--- config.mk ---
export PLATFORM = sky130hd
export DESIGN_NAME = regfile_dump_flat
export DESIGN_NICKNAME = d
export VERILOG_FILES = /design/src/rtl/regfile_dump_if.sv /design/src/rtl/regfile_dump.sv /design/src/flat_wrapper.sv
export SDC_FILE = /design/constraint.sdc
export NUM_CORES = 1
export LEC_CHECK = 0
export ABC_AREA = 1
export BUFFER_PORTS_ARGS = -buffer_cell sky130_fd_sc_hd__buf_2
export CELL_PAD_IN_SITES_DETAIL_PLACEMENT = 1
export CELL_PAD_IN_SITES_GLOBAL_PLACEMENT = 2
export CORE_MARGIN = 2
export CORE_UTILIZATION = 24
export DETAILED_ROUTE_END_ITERATION = 8
export GPL_ROUTABILITY_DRIVEN = 0
export PLACE_DENSITY_LB_ADDON = 0.12
export RECOVER_POWER = 100
export SYNTH_ARGS = -nofsm -noshare
export SYNTH_HDL_FRONTEND = slang
export SYNTH_SLANG_ARGS = --single-unit
--- constraint.sdc ---
create_clock -name clk -period 1.4 [get_ports clk]
set_input_delay 0.42 -clock clk [delete_from_list [all_inputs] [get_ports clk]]
set_output_delay 0.42 -clock clk [all_outputs]
set_load 0.01 [all_outputs]
--- src/rtl/regfile_dump_if.sv ---
// Beat stream from the register-file dump reader: one (address, data) pair per
// valid/ready handshake, with out_last marking the final register index.
interface regfile_dump_if #(
    parameter int XLEN = 32
);
    logic            out_valid;
    logic            out_ready;
    logic [4:0]      out_addr;
    logic [XLEN-1:0] out_data;
    logic            out_last;

    modport master (
        output out_valid,
        output out_addr,
        output out_data,
        output out_last,
        input  out_ready
    );

    modport slave (
        input  out_valid,
        input  out_addr,
        input  out_data,
        input  out_last,
        output out_ready
    );
endinterface

--- src/rtl/regfile_dump.sv ---
// Sequential debug reader: walks the register file through a spare async read
// port and streams each (index, value) as a handshaked beat.
module regfile_dump #(
    parameter int NUM_REGS = 32,
    parameter int XLEN     = 32,
    parameter int SKIP_X0  = 0
) (
    input  logic            clk,
    input  logic            rst_n,
    input  logic            start,
    input  logic            abort,
    output logic            busy,
    output logic [4:0]      rd_addr,
    input  logic [XLEN-1:0] rd_data,
    output logic            done,
    regfile_dump_if.master  out_if
);

    typedef enum logic [1:0] {
        IDLE = 2'd0,
        LOAD = 2'd1,
        SEND = 2'd2
    } state_t;

    localparam logic [4:0] FIRST    = (SKIP_X0 != 0) ? 5'd1 : 5'd0;
    localparam logic [4:0] LAST_IDX = 5'(NUM_REGS - 1);

    state_t          state_q;
    logic [4:0]      ptr_q;
    logic            valid_q;
    logic [4:0]      addr_q;
    logic [XLEN-1:0] data_q;
    logic            last_q;
    logic            done_q;

    logic [4:0]      ptr_d;
    logic            handshake;
    logic            at_last;

    assign ptr_d     = ptr_q + 5'd1;
    assign handshake = valid_q && out_if.out_ready;
    assign at_last   = (ptr_q == LAST_IDX);

    // The read port follows ptr directly, so the capture edge samples rd_data for ptr.
    assign rd_addr          = ptr_q;
    assign busy             = (state_q != IDLE);
    assign done             = done_q;
    assign out_if.out_valid = valid_q;
    assign out_if.out_addr  = addr_q;
    assign out_if.out_data  = data_q;
    assign out_if.out_last  = last_q;

    always_ff @(posedge clk or negedge rst_n) begin
        if (!rst_n) begin
            state_q <= IDLE;
            ptr_q   <= 5'd0;
            valid_q <= 1'b0;
            addr_q  <= 5'd0;
            data_q  <= '0;
            last_q  <= 1'b0;
            done_q  <= 1'b0;
        end else begin
            done_q <= 1'b0;
            case (state_q)
                IDLE: begin
                    if (start) begin
                        ptr_q   <= FIRST;
                        state_q <= LOAD;
                    end
                end
                LOAD: begin
                    if (abort) begin
                        valid_q <= 1'b0;
                        last_q  <= 1'b0;
                        ptr_q   <= 5'd0;
                        state_q <= IDLE;
                    end else begin
                        data_q  <= rd_data;
                        addr_q  <= ptr_q;
                        last_q  <= at_last;
                        valid_q <= 1'b1;
                        ptr_q   <= ptr_d;
                        state_q <= SEND;
                    end
                end
                SEND: begin
                    // abort outranks a same-cycle handshake; that beat is dropped.
                    if (abort) begin
                        valid_q <= 1'b0;
                        last_q  <= 1'b0;
                        ptr_q   <= 5'd0;
                        state_q <= IDLE;
                    end else if (handshake) begin
                        if (last_q) begin
                            valid_q <= 1'b0;
                            last_q  <= 1'b0;
                            done_q  <= 1'b1;
                            ptr_q   <= 5'd0;
                            state_q <= IDLE;
                        end else begin
                            data_q <= rd_data;
                            addr_q <= ptr_q;
                            last_q <= at_last;
                            ptr_q  <= ptr_d;
                        end
                    end
                end
                default: begin
                    valid_q <= 1'b0;
                    last_q  <= 1'b0;
                    ptr_q   <= 5'd0;
                    state_q <= IDLE;
                end
            endcase
        end
    end

endmodule

--- src/flat_wrapper.sv ---
// flat-port wrapper written by rule: the top's interface ports become plain ports
module regfile_dump_flat 
#(
    parameter int NUM_REGS = 32,
    parameter int XLEN     = 32,
    parameter int SKIP_X0  = 0
)
  (clk, rst_n, start, abort, busy, rd_addr, rd_data, done, out_if_out_valid, out_if_out_addr, out_if_out_data, out_if_out_last, out_if_out_ready);
  regfile_dump_if #(.XLEN(XLEN)) out_if_i ();
  input  logic clk;
  input  logic rst_n;
  input  logic start;
  input  logic abort;
  output logic busy;
  output logic [4:0] rd_addr;
  input  logic [XLEN-1:0] rd_data;
  output logic done;
  output wire logic [$bits(out_if_i.out_valid)-1:0] out_if_out_valid;
  output wire logic [$bits(out_if_i.out_addr)-1:0] out_if_out_addr;
  output wire logic [$bits(out_if_i.out_data)-1:0] out_if_out_data;
  output wire logic [$bits(out_if_i.out_last)-1:0] out_if_out_last;
  input wire logic [$bits(out_if_i.out_ready)-1:0] out_if_out_ready;
  assign out_if_out_valid = out_if_i.out_valid;
  assign out_if_out_addr = out_if_i.out_addr;
  assign out_if_out_data = out_if_i.out_data;
  assign out_if_out_last = out_if_i.out_last;
  assign out_if_i.out_ready = out_if_out_ready;
  regfile_dump #(.NUM_REGS(NUM_REGS), .XLEN(XLEN), .SKIP_X0(SKIP_X0)) u_core (.clk(clk), .rst_n(rst_n), .start(start), .abort(abort), .busy(busy), .rd_addr(rd_addr), .rd_data(rd_data), .done(done), .out_if(out_if_i));
endmodule
==> out/qor.txt <==
status: complete, but fails checks
failing checks: setup timing
initial antenna violation count: 0
hold_buf cts: 0
first-pass GRT wire length: 9.58 mm
most frequent cells in the layout: buf_2, nand2_1, dfrtp_1
slew margin rel.: 26.1%
Max clock buf depth: 2
Peak VDD IR: 0.639 mV
clock share of power: 13.0%
commonest non-fill, non-tap cell in the layout: buf_2
area of the core: 8220 µm²
Post-Syn Instances: 233
clock skew: 0.00377 ns
syn avg cell area: 8.74 µm²
Crit path largest cell delay: 0.40 ns
port bufs: 82
# setup viols final: 47
Mapped Area: 2040 µm²
GRT Overall Usage: 13.6%
CP endpoint kind: output port
Peak Freq: 631 MHz
DP Wirelength: 3.75 mm
Crit-path slowest cell: dfrtp_1
count of cell types in the netlist: 18
DRC errors left: 0
Most common cell on crit path: inv_2
max cap viols: 0
total grt overflow: 0
Worst Path Buf+Inv: 4
max-slew violations: 0
Req. time, crit path: 0.98 ns
die outline height: 96.1 µm
hold_ws: 0.343 ns
sequential power share: 32.7%
sequential share of the synthesized area: 57.8%
initial DRC count: 31
Cell Int Power: 4.03 mW
CTS tree: yes
sw frac: 37.8%
post-route cell area: 3280 µm²
DR WL/cell: 13.3 µm
critical path type: reg -> out
fin crit share: 113%
# IOs: 83
cell chosen for the clock root: clkbuf_8
leak pwr: 1.83 nW
Yosys Warn Count: 0
Critical Path Start Type: flop
DP Area: 2690 µm²
Die Footprint: 9240 µm²
PD cells: 1980 nW/µm²
DRT Pass-1 Iters: 4
vias in the first global route: 1945
RSZ-0062 raised after global routing: true
clock latency on the worst-skew pair: 0.30 ns
worst path cell trace: inv_2, buf_4, ha_4, inv_2, buf_6
Worst EP arrival: 1.17 ns
largest net degree at the start of global routing: 48
Hold Crit Class: in -> reg
Setup TNS: -5.56 ns
Final Net Count: 396
CP Max Fanout: 3
Synthesized Nets: 276
Area Growth Syn to Fin: 61.0%
die width: 96.1 µm
clock slew at reported path FFs: 0.09 ns
Final Hold Vio Count: 0
# fillers: 986
CTS Buf Count: 5
final wirelength: 6.12 mm
delay-heaviest family, CP: flip-flops
Tmin final: 1.59 ns
Antenna Violating Nets Remaining: 0
fraction of layout cells with a size suffix above 1: 49.2%
flops & latches, synth: 47
Ant. Diodes: 0
clk sinks: 47
Sw Pwr: 2.45 mW
H-tree levels: 2
Tot Pwr: 6.48 mW
measured slew at the worst slew-check pin: 1.11 ns
DR vias: 1951
Final WS setup: -0.186 ns
row cnt: 33
combinational share of power: 54.3%
Starting Density: 24.8%
Vias/cell: 4.25
## power by group through the flow
| stage | registers [mW] | logic, mW | clock network, mW |
|---|---|---|---|
| floorplan | 2.38 | 1.01 | 0 |
| finish | 2.12 | 3.52 | 0.840 |
| global placement | 2.14 | 2.21 | 0 |
| global route | 2.19 | 3.89 | 0.952 |
| detailed placement | 2.14 | 2.25 | 0 |
| CTS | 2.12 | 3.31 | 0.901 |
## registers in the layout, summed over array words and instances, names as in the netlist
signal and count:
u_core.rd_addr 5, u_core.out_if.out_addr 5, u_core.out_if.out_last 1, u_core.state_q 2
u_core.out_if.out_data 32, u_core.out_if.out_valid 1, u_core.done 1
## final timing paths
kind,to,slack [ns],cells past startpoint,startpoint
setup / recovery,busy,-0.19,5,u_core.state_q[0]
hold / removal,u_core.out_if.out_data[2],0.34,3,rd_data[2]
setup reg to reg,u_core.out_if.out_data[12],-0.18,9,u_core.state_q[0]
hold reg to reg,u_core.out_if.out_data[29],0.48,2,u_core.out_if.out_data[29]
max in group asynchronous,u_core.rd_addr[3],0.31,2,rst_n
min in group asynchronous,u_core.out_if.out_data[19],0.41,2,rst_n
## metrics by stage
stage | utilization, % | setup slack, ns | std cells
2_1_floorplan | - | 0.0165 | 233
3_3_place_gp | 32.7 | -0.0311 | 428
3_5_place_dp | 32.7 | -0.0805 | 428
4_1_cts | 38.7 | -0.147 | 457
5_1_grt | 39.9 | -0.255 | 459
6_report | 39.9 | -0.186 | 459
## Yosys cell counts
library cell,number,area [µm²]
a21oi_1,1,5.00
buf_2,3,15.0
nor3_1,1,5.00
buf_4,4,30.0
o21ai_0,8,40.0
nand4_1,2,12.5
ha_1,6,75.1
buf_6,1,11.3
o21ai_1,34,170
nand3_1,4,20.0
o21ai_2,1,8.76
nand2_1,64,240
xor2_1,1,8.76
dfrtp_1,47,1180
nor2_1,4,15.0
nand2_2,2,12.5
inv_1,49,184
nor2_2,1,6.26
## kinds of logic after synthesis
family	share of synthesized area, %
compound gates	11.0
xor+xnor	0.430
fa+ha+maj	3.69
buf+inv	11.8
flops	57.8
simple gates	15.3
## routing by layer
layer / GRT usage [%] / routed length (µm) / vias up
met1: 17.8 / 2720 / 944
met4: 3.21 / 61 / 0
met5: 0 / 0 / -
li1: - / - / 952
met2: 22.7 / 2950 / 50
met3: 3.45 / 385 / 5
## worst min-delay path, delay by kind of cell
| family | cells | cell delay, ns |
|---|---|---|
| buffers and inverters | 2 | 0.13 |
| AO/OA/AOI/OAI | 1 | 0.06 |
## layout make-up
type / instances / area, µm² / share of cell area (%)
tap: 105 / 131 / 4.01
inverter: 49 / 184 / 5.61
timing repair buffer: 121 / 896 / 27.3
clock inverter: 3 / 18.8 / 0.573
sequential: 47 / 1180 / 35.9
clock buffer: 5 / 68.8 / 2.10
multi-input combinational: 129 / 803 / 24.5
## repair_timing
item / CTS / global route
setup endpoints to repair: 49 / 49
pin swaps: 5 / 9
gates resized for setup: 41 / 34
cloned: 5 / 0
setup buffers: 16 / 4
(Power assumes the default switching activity.)
